## config.mk

```make
export PLATFORM = sky130hd
export DESIGN_NAME = quad_step_decoder
export DESIGN_NICKNAME = d
export VERILOG_FILES = /design/src/rtl/quad_pkg.sv /design/src/rtl/sync_glitch_filter.sv /design/src/rtl/quad_step_decoder.sv
export SDC_FILE = /design/constraint.sdc
export NUM_CORES = 1
export LEC_CHECK = 0
export CORE_ASPECT_RATIO = 1.1
export CORE_MARGIN = 2
export CORE_UTILIZATION = 52
export CTS_BUF_LIST = sky130_fd_sc_hd__clkbuf_4 sky130_fd_sc_hd__clkbuf_8
export DETAILED_ROUTE_END_ITERATION = 8
export HOLD_SLACK_MARGIN = 0.12
export PLACE_DENSITY = 0.73
export SLEW_MARGIN = 5
export SYNTH_ARGS = -nofsm -noshare
export SYNTH_HDL_FRONTEND = slang
export SYNTH_HIERARCHICAL = 1
export SYNTH_SLANG_ARGS = --single-unit
```

## constraint.sdc

```tcl
create_clock -name clk -period 1.7 [get_ports clk]
set_input_delay 0.17 -clock clk [delete_from_list [all_inputs] [get_ports clk]]
set_output_delay 0.17 -clock clk [all_outputs]
set_load 0.01 [all_outputs]
```

## src/rtl/quad_pkg.sv

```systemverilog
// Shared types and helpers for the quadrature step decoder.
// Transition codes, FSM states, error counter ceiling, Gray decode.
package quad_pkg;

  typedef enum logic [1:0] {
    NONE,
    INC,
    DEC,
    ILLEGAL
  } trans_t;

  typedef enum logic {
    INIT,
    RUN
  } state_t;

  localparam logic [3:0] ERR_CNT_MAX = 4'd15;

  // Position of {a,b} in the forward cycle 00,01,11,10.
  function automatic logic [1:0] gray_idx(
    input logic [1:0] ab
  );
    gray_idx = {ab[1], ab[1] ^ ab[0]};
  endfunction

  // A step of +1 is forward, -1 reverse, 2 means both bits moved.
  function automatic trans_t decode(
    input logic [1:0] prev,
    input logic [1:0] cur
  );
    logic [1:0] d;
    d = gray_idx(cur) - gray_idx(prev);
    unique case (d)
      2'd0:    decode = NONE;
      2'd1:    decode = INC;
      2'd2:    decode = ILLEGAL;
      default: decode = DEC;
    endcase
  endfunction

endpackage

```

## src/rtl/sync_glitch_filter.sv

```systemverilog
// One encoder channel: synchronizer chain plus a stability filter.
// Ports: clk, reset, d (async in), load (track s directly), f (filtered).
module sync_glitch_filter #(
  parameter int SYNC_STAGES = 2,
  parameter int FILTER_LEN  = 3
) (
  input  logic clk,
  input  logic reset,
  input  logic d,
  input  logic load,
  output logic f
);

  logic [SYNC_STAGES-1:0] sr;
  logic [3:0]             cnt;
  logic                   s;

  assign s = sr[SYNC_STAGES-1];

  always_ff @(posedge clk or posedge reset) begin
    if (reset) begin
      sr  <= '0;
      cnt <= '0;
      f   <= 1'b0;
    end else begin
      sr <= {sr[SYNC_STAGES-2:0], d};
      if (load) begin
        f   <= s;
        cnt <= '0;
      end else if (s == f) begin
        cnt <= '0;
      end else if (cnt == 4'(FILTER_LEN - 1)) begin
        f   <= s;
        cnt <= '0;
      end else begin
        cnt <= cnt + 4'd1;
      end
    end
  end

endmodule

```

## src/rtl/quad_step_decoder.sv

```systemverilog
// Quadrature decoder: filtered a/b to step/up pulses, errors counted.
// Ports: clk, reset, a, b in; step, up, err, err_cnt[3:0], ready out.
module quad_step_decoder
  import quad_pkg::*;
#(
  parameter int SYNC_STAGES = 2,
  parameter int FILTER_LEN  = 3
) (
  input  logic       clk,
  input  logic       reset,
  input  logic       a,
  input  logic       b,
  output logic       step,
  output logic       up,
  output logic       err,
  output logic [3:0] err_cnt,
  output logic       ready
);

  localparam int INIT_LEN = SYNC_STAGES + FILTER_LEN;

  state_t     state;
  logic [4:0] icnt;
  logic [1:0] prev;
  logic       fa;
  logic       fb;
  logic       load;
  trans_t     tr;

  assign load = (state == INIT);

  sync_glitch_filter #(
    .SYNC_STAGES(SYNC_STAGES),
    .FILTER_LEN (FILTER_LEN)
  ) u_fa (
    .clk  (clk),
    .reset(reset),
    .d    (a),
    .load (load),
    .f    (fa)
  );

  sync_glitch_filter #(
    .SYNC_STAGES(SYNC_STAGES),
    .FILTER_LEN (FILTER_LEN)
  ) u_fb (
    .clk  (clk),
    .reset(reset),
    .d    (b),
    .load (load),
    .f    (fb)
  );

  always_comb begin
    tr = decode(prev, {fa, fb});
  end

  always_ff @(posedge clk or posedge reset) begin
    if (reset) begin
      state   <= INIT;
      icnt    <= '0;
      prev    <= '0;
      step    <= 1'b0;
      up      <= 1'b1;
      err     <= 1'b0;
      err_cnt <= '0;
      ready   <= 1'b0;
    end else begin
      step <= 1'b0;
      err  <= 1'b0;
      prev <= {fa, fb};
      unique case (state)
        INIT: begin
          if (icnt == 5'(INIT_LEN - 1)) begin
            state <= RUN;
            ready <= 1'b1;
          end else begin
            icnt <= icnt + 5'd1;
          end
        end
        RUN: begin
          unique case (tr)
            INC: begin
              step <= 1'b1;
              up   <= 1'b1;
            end
            DEC: begin
              step <= 1'b1;
              up   <= 1'b0;
            end
            ILLEGAL: begin
              err <= 1'b1;
              if (err_cnt != ERR_CNT_MAX)
                err_cnt <= err_cnt + 4'd1;
            end
            default: ;
          endcase
        end
        default: ;
      endcase
    end
  end

endmodule

```

==> results.sh, run 1 <==
export IMPL_status="finished clean"
export IMPL_dp_final_hpwl_mm=1.40
export IMPL_clkLatencyLatePin_ns=0.33
export IMPL_cts_path_max_buffers=2
export IMPL_n_fill_cell=185
export IMPL_p_leak_nw=0.750
export IMPL_clkPwrFrac_pct=17.9
export IMPL_synth_edf_count=0
export IMPL_core_area_um2=2300
export IMPL_r2r_setup_slack_ns=0.06
export IMPL_viasPerCell=4.92
export IMPL_ios=12
export IMPL_power_switching_mw=1.03
export IMPL_grt_pass1_vias=816
export IMPL_slew_violations=0
export IMPL_hold_violations=0
export IMPL_min_path_cells=1
export IMPL_min_path_type="primary input to flop"
export IMPL_finalCritPeriodShare_pct=96.4
export IMPL_syn_area_um2=1280
export IMPL_multiInputGateArea_um2=498
export IMPL_reg2reg_from="prev[1]"
export IMPL_place_ws_ns=-0.0150
export IMPL_yosys_area_top_type="dfrtp_1"
export IMPL_first_iter_violations=6
export IMPL_detail_route_antenna_nets=0
export IMPL_h_tree_depth=2
export IMPL_yosysTopAreaCellShare_pct=56.6
export IMPL_syn_inst=107
export IMPL_post_drt_wl_per_cell_um=11.8
export IMPL_cts_tree="done"
export IMPL_min_delay_start="a"
export IMPL_grt_max_degree=17
export IMPL_ys_flop_type="dfrtp_1"
export IMPL_finalSetupTns_ns=0
export IMPL_comb_power_share_pct=46.8
export IMPL_ir_drop_v=0.00137
export IMPL_register_area_um2=752
export IMPL_required_ns=1.93
export IMPL_cts_made_buffers=5
export IMPL_reg2reg_depth=5
export IMPL_nets=146
export IMPL_syn_num_nets=119
export IMPL_worst_setup_path_type="flop to flop"
export IMPL_crit_arrival_ns=1.86
export IMPL_intPower_mw=2.03
export IMPL_max_clock_freq_mhz=610
export IMPL_ys_types=19
export IMPL_drive_gt1_share_pct=19.3
export IMPL_num_vias=812
export IMPL_ys_warn_count=6
export IMPL_yosysMostFrequentCell="dfrtp_1"
export IMPL_end_kind="flop"
export IMPL_worstSetupStartpointType="flop"
export IMPL_maxSlewHeadroom_pct=60.1
export IMPL_syn_area_per_cell_um2=12.0
export IMPL_firstDrtPassIters=4
export IMPL_rsz0062_at_grt="yes"
export IMPL_clk_pin_slew_ns=0.10
export IMPL_dieHeight_um=56.1
export IMPL_timing_rr_end="err_cnt[1]"
export IMPL_setup_viol=0
export IMPL_fin_worst_skew_ns=0.00763
export IMPL_whs_ns=0.273
export IMPL_overflow=0
export IMPL_worst_pin_slew_ns=0.598
export IMPL_p_sw_share_pct=33.7
export IMPL_grt_pass1_wl_mm=3.42
export IMPL_synth_top_cells_by_count="dfrtp_1 (29), inv_1 (13), nor2_1 (12), xnor2_1 (9), ha_1 (8)"
export IMPL_yosysSeqAreaShare_pct=58.7
export IMPL_hold_end="u_fa/sr[0]"
export IMPL_syn_to_final_growth_pct=24.4
export IMPL_start_util_pct=55.8
export IMPL_antenna_found_initial=0
export IMPL_cts_sinks=30
export IMPL_p_total_mw=3.06
export IMPL_path_max_fanout=3
export IMPL_chipWidth_um=51.3
export IMPL_grt_usage_pct=17.0
export IMPL_antenna_cells=0
export IMPL_route_detailed_drc=0
export IMPL_ys_seq_elements=30
export IMPL_synthArstFlopShare_pct=100
export IMPL_cts_root_buf="clkbuf_4"
export IMPL_fin_crit_ns=1.64
export IMPL_drv_cap=0
export IMPL_gp_congestion=0.685
export IMPL_p_seq_share_pct=35.2
export IMPL_rows=18
export IMPL_synth_area_leaders="dfrtp_1 (57%), ha_1 (7.8%), xnor2_1 (6.2%)"
export IMPL_wl_mm=1.94
export IMPL_p_per_area_nw_per_um2=1920
export IMPL_dp_cells=153
export IMPL_port_buffers=11
export IMPL_final_cells=165
export IMPL_dieArea_um2=2880
export IMPL_worst_slack_ns=0.0615
[power groups by stage]
stage | Sequential, mW | Clock [mW] | Combinational, mW
3_5_place_dp | 1.09 | 0 | 1.18
3_3_place_gp | 1.08 | 0 | 1.15
5_1_grt | 1.11 | 0.598 | 1.60
2_1_floorplan | 1.12 | 0 | 0.732
4_1_cts | 1.07 | 0.575 | 1.31
6_report | 1.08 | 0.549 | 1.43
[critical path, cell delays in order, from the launching register on]
cell and delay (ns):
dfrtp_1 0.41, xor2_1 0.15, ha_1 0.31, nand2_2 0.09
a311oi_4 0.26, mux2_4 0.33
[state kept, by name (all words and copies together), names as in the netlist]
name,cells
err,1
err_cnt,4
icnt,5
prev,2
ready,1
state,1
step,1
u_fa/cnt,4
u_fa/f,1
u_fa/sr,2
u_fb/cnt,4
u_fb/f,1
u_fb/sr,2
up,1
[metal layers]
metal	routed length [um]	vias up	GRT usage [%]
li1	-	405	-
met1	826	386	17.8
met2	972	14	27.1
met3	86	7	8.06
met4	56	0	10.2
met5	0	-	0
[layout make-up]
type | count | area share (%)
timing repair buffer | 20 | 11.3
tap | 30 | 2.35
clock inverter | 3 | 2.51
inverter | 13 | 3.06
clock buffer | 5 | 2.35
sequential | 30 | 47.2
multi-input combinational | 64 | 31.2
[worst max-delay path by stage]
| stage | slack (ns) | from | cells after the start | to |
|---|---|---|---|---|
| 2_1_floorplan | 0.05 | u_fa/f | 5 | err_cnt[1] |
| 3_3_place_gp | 0.04 | prev[1] | 5 | err_cnt[1] |
| 3_5_place_dp | -0.01 | prev[1] | 5 | err_cnt[1] |
| 4_1_cts | -0.0006 | prev[1] | 5 | err_cnt[1] |
| 5_1_grt | -0.008 | prev[1] | 5 | err_cnt[1] |
| 6_report | 0.06 | prev[1] | 5 | err_cnt[1] |
[stage by stage]
step,utilization (%),area (um^2)
after detailed placement,63.8,1470
after global routing,69.4,1590
final,69.4,1590
after floorplan,-,1280
after CTS,68.6,1580
after global placement,63.8,1470
[cells in the final DEF (no fill, tap or decap), types with 2 or more instances in the layout]
master           count
xor2_1               4
mux2_2               5
nor2b_1              2
clkdlybuf4s50_1     11
nand3_1              5
dfrtp_1             29
buf_4                8
nor3_1               2
inv_1               13
a211o_1              2
clkbuf_4             5
xnor2_1              9
nor2_1              12
a21oi_1              7
clkinv_2             2
ha_1                 8
[kinds of logic after synthesis]
group / share of synthesized area [%]
buffers and inverters: 3.81
multiplexers: 5.27
flip-flops: 58.7
AO/OA/AOI/OAI: 7.13
AND/OR/NAND/NOR: 8.40
XOR/XNOR: 8.89
adder cells (fa/ha/maj): 7.81
[repair_timing]
action | CTS | global route
hold buffers | 1 | 0
gates resized for setup | 2 | 1
buffers inserted | 2 | 1
endpoints found under the hold margin | 14 | 0
endpoints found under the setup margin | 1 | 2
pin swaps | 3 | 2
Power figures use the tool's default switching activity.
==> inputs of run 2 (changes only) <==
- ABC_AREA: not set -> 1
- CORE_UTILIZATION: 52 -> 53
- HOLD_SLACK_MARGIN: 0.12 -> not set
- PLACE_DENSITY: 0.73 -> 0.74
==> run 2 against run 1 <==
Effect of this change:
- routed wire length is 19% higher
- sequential share of layout area is 1.7 points lower
- die area is 7.7% higher
- area after synthesis is 10% higher
- maximum frequency is 4.7% higher
- synthesized cell count is 50% higher
- via count is 29% higher
- clock power is 4% higher
- setup slack better by 0.073 ns
- power is 13% lower
==> results.sh, run 2 <==
export IMPL_layout_common_cells="nand2_1 (48), dfrtp_1 (29), inv_1 (23)"
export IMPL_worst_path_stages=1
export IMPL_cts_sinks=30
export IMPL_synthArstFlopShare_pct=100
export IMPL_core_area_um2=2520
export IMPL_final_common_cell="nand2_1"
export IMPL_hold_violations=0
export IMPL_detail_route_antenna_nets=0
export IMPL_finalCritPeriodShare_pct=92.1
export IMPL_num_vias=1044
export IMPL_path_max_fanout=2
export IMPL_antenna_cells=0
export IMPL_ys_seq_elements=30
export IMPL_critPathMaxStageDelay_ns=0.54
export IMPL_worst_setup_path_type="flop to output port"
export IMPL_largest_register_ffs=5
export IMPL_wl_mm=2.30
export IMPL_route_detailed_drc=0
export IMPL_grt_pass1_vias=949
export IMPL_p_per_area_nw_per_um2=1600
export IMPL_ios=12
export IMPL_yosysMostFrequentCell="nand2_1"
export IMPL_cts_tree="done"
export IMPL_first_iter_violations=25
export IMPL_path_cells="clkdlybuf4s50_1"
export IMPL_rsz0062_at_grt="no"
export IMPL_h_tree_depth=2
export IMPL_synth_top_cells_by_count="nand2_1 (48), dfrtp_1 (29), inv_1 (23), nor2_1 (11), nand3_1 (10)"
export IMPL_register_area_um2=752
export IMPL_nets=191
export IMPL_place_ws_ns=0.203
export IMPL_syn_area_per_cell_um2=8.84
export IMPL_fin_worst_skew_ns=0.00549
export IMPL_cts_resized=0
export IMPL_antenna_found_initial=0
export IMPL_end_kind="output port"
export IMPL_clkLatencyLatePin_ns=0.33
export IMPL_p_leak_nw=0.872
export IMPL_min_path_type="primary input to asynchronous set/reset pin"
export IMPL_status="finished clean"
export IMPL_clk_pin_slew_ns=0.10
export IMPL_regMostFlops="icnt"
export IMPL_crit_family="flip-flops"
export IMPL_chipWidth_um=53.3
export IMPL_whs_ns=0.110
export IMPL_worst_slack_ns=0.135
export IMPL_setup_viol=0
export IMPL_overflow=0
export IMPL_slew_violations=0
export IMPL_cts_setup_buffers=0
export IMPL_ys_flop_type="dfrtp_1"
export IMPL_port_buffers=11
export IMPL_n_fill_cell=227
export IMPL_grt_usage_pct=18.0
export IMPL_finalSetupTns_ns=0
export IMPL_gp_congestion=0.771
export IMPL_grt_pass1_wl_mm=3.91
export IMPL_cts_path_max_buffers=2
export IMPL_cts_hold_buffers=0
export IMPL_cts_made_buffers=5
export IMPL_cts_root_buf="clkbuf_4"
export IMPL_multiInputGateArea_um2=566
export IMPL_ys_types=18
export IMPL_syn_num_nets=172
export IMPL_start_util_pct=56.2
export IMPL_reg2reg_depth=7
export IMPL_firstDrtPassIters=4
export IMPL_syn_area_um2=1420
export IMPL_syn_inst=160
export IMPL_fin_crit_ns=1.57
export IMPL_post_drt_wl_per_cell_um=10.9
export IMPL_yosysTopAreaCellShare_pct=51.3
export IMPL_final_util_pct=65.6
export IMPL_dp_final_hpwl_mm=1.69
export IMPL_final_cells=211
export IMPL_synth_area_leaders="dfrtp_1 (51%), nand2_1 (13%), ha_1 (7.1%)"
export IMPL_critPathBufInv=1
export IMPL_drive_gt1_share_pct=12.2
export IMPL_crit_arrival_ns=1.40
export IMPL_grt_max_degree=17
export IMPL_cpMaxStageDelayCell="dfstp_2"
export IMPL_drv_cap=0
export IMPL_dieArea_um2=3100
export IMPL_viasPerCell=4.95
export IMPL_maxSlewHeadroom_pct=81.3
export IMPL_synth_edf_count=0
export IMPL_max_clock_freq_mhz=639
export IMPL_required_ns=1.53
export IMPL_yosys_area_top_type="dfrtp_1"
export IMPL_ys_warn_count=6
export IMPL_syn_to_final_growth_pct=16.9
export IMPL_ir_drop_v=0.000960
export IMPL_dp_cells=203
export IMPL_worst_pin_slew_ns=0.280
export IMPL_worstSetupStartpointType="flop"
export IMPL_yosysSeqAreaShare_pct=53.1
export IMPL_rows=19
export IMPL_dieHeight_um=58.2
-- run 2: changes by cell type after synthesis, moves of 3 or more --
cell / before / now
a21oi_1: 7 / 1
nand3_1: 5 / 10
inv_1: 13 / 23
nand4_1: 0 / 8
inv_2: 0 / 3
nand2_1: 2 / 48
nand2_2: 0 / 4
xnor2_1: 9 / 5
mux2_2: 6 / 0
xor2_1: 4 / 1
-- run 2: per-stage QoR --
step | area [um^2] | power, mW
after floorplan | 1420 | 1.78
after global placement | 1570 | 2.04
after detailed placement | 1570 | 2.10
after CTS | 1650 | 2.68
after global routing | 1650 | 2.87
final | 1650 | 2.65
-- run 2: cell families after synthesis --
group                    count (synthesis)  share of synthesized area (%)
AO/OA/AOI/OAI                            4                           1.59
AND/OR/NAND/NOR                         86                           27.6
buffers and inverters                   26                           6.90
flip-flops                              30                           53.1
adder cells (fa/ha/maj)                  8                           7.07
XOR/XNOR                                 6                           3.71
-- run 2: layout make-up --
class | count | area share, %
clock buffer | 5 | 2.27
inverter | 26 | 5.90
clock inverter | 3 | 2.72
timing repair buffer | 12 | 7.11
sequential | 30 | 45.5
multi-input combinational | 104 | 34.2
tap | 31 | 2.34
-- run 2: worst paths after layout --
check | from | to | slack (ns)
max | up | up | 0.13
min | reset | u_fb/sr[0] | 0.11
max reg2reg | u_fa/f | err_cnt[1] | 0.18
min reg2reg | u_fb/sr[0] | u_fb/sr[1] | 0.37
max in group asynchronous | reset | up | 1.27
min in group clk | b | u_fb/sr[0] | 0.27
-- run 2: per-layer routing --
layer,track usage (%),up-vias,part of all wire (%)
li1,-,536,-
met2,29.3,20,49
met4,9.89,0,2.8
met3,6.96,8,4.9
met5,0,-,0
met1,19.7,480,43
-- run 2: power by group --
| part | leakage (nW) | internal (mW) | total [mW] | switching [mW] |
|---|---|---|---|---|
| clock | 0.0374 | 0.308 | 0.569 | 0.261 |
| sequential | 0.372 | 0.903 | 1.07 | 0.163 |
| combinational | 0.462 | 0.438 | 1.02 | 0.580 |
| total | 0.872 | 1.65 | 2.65 | 1.00 |
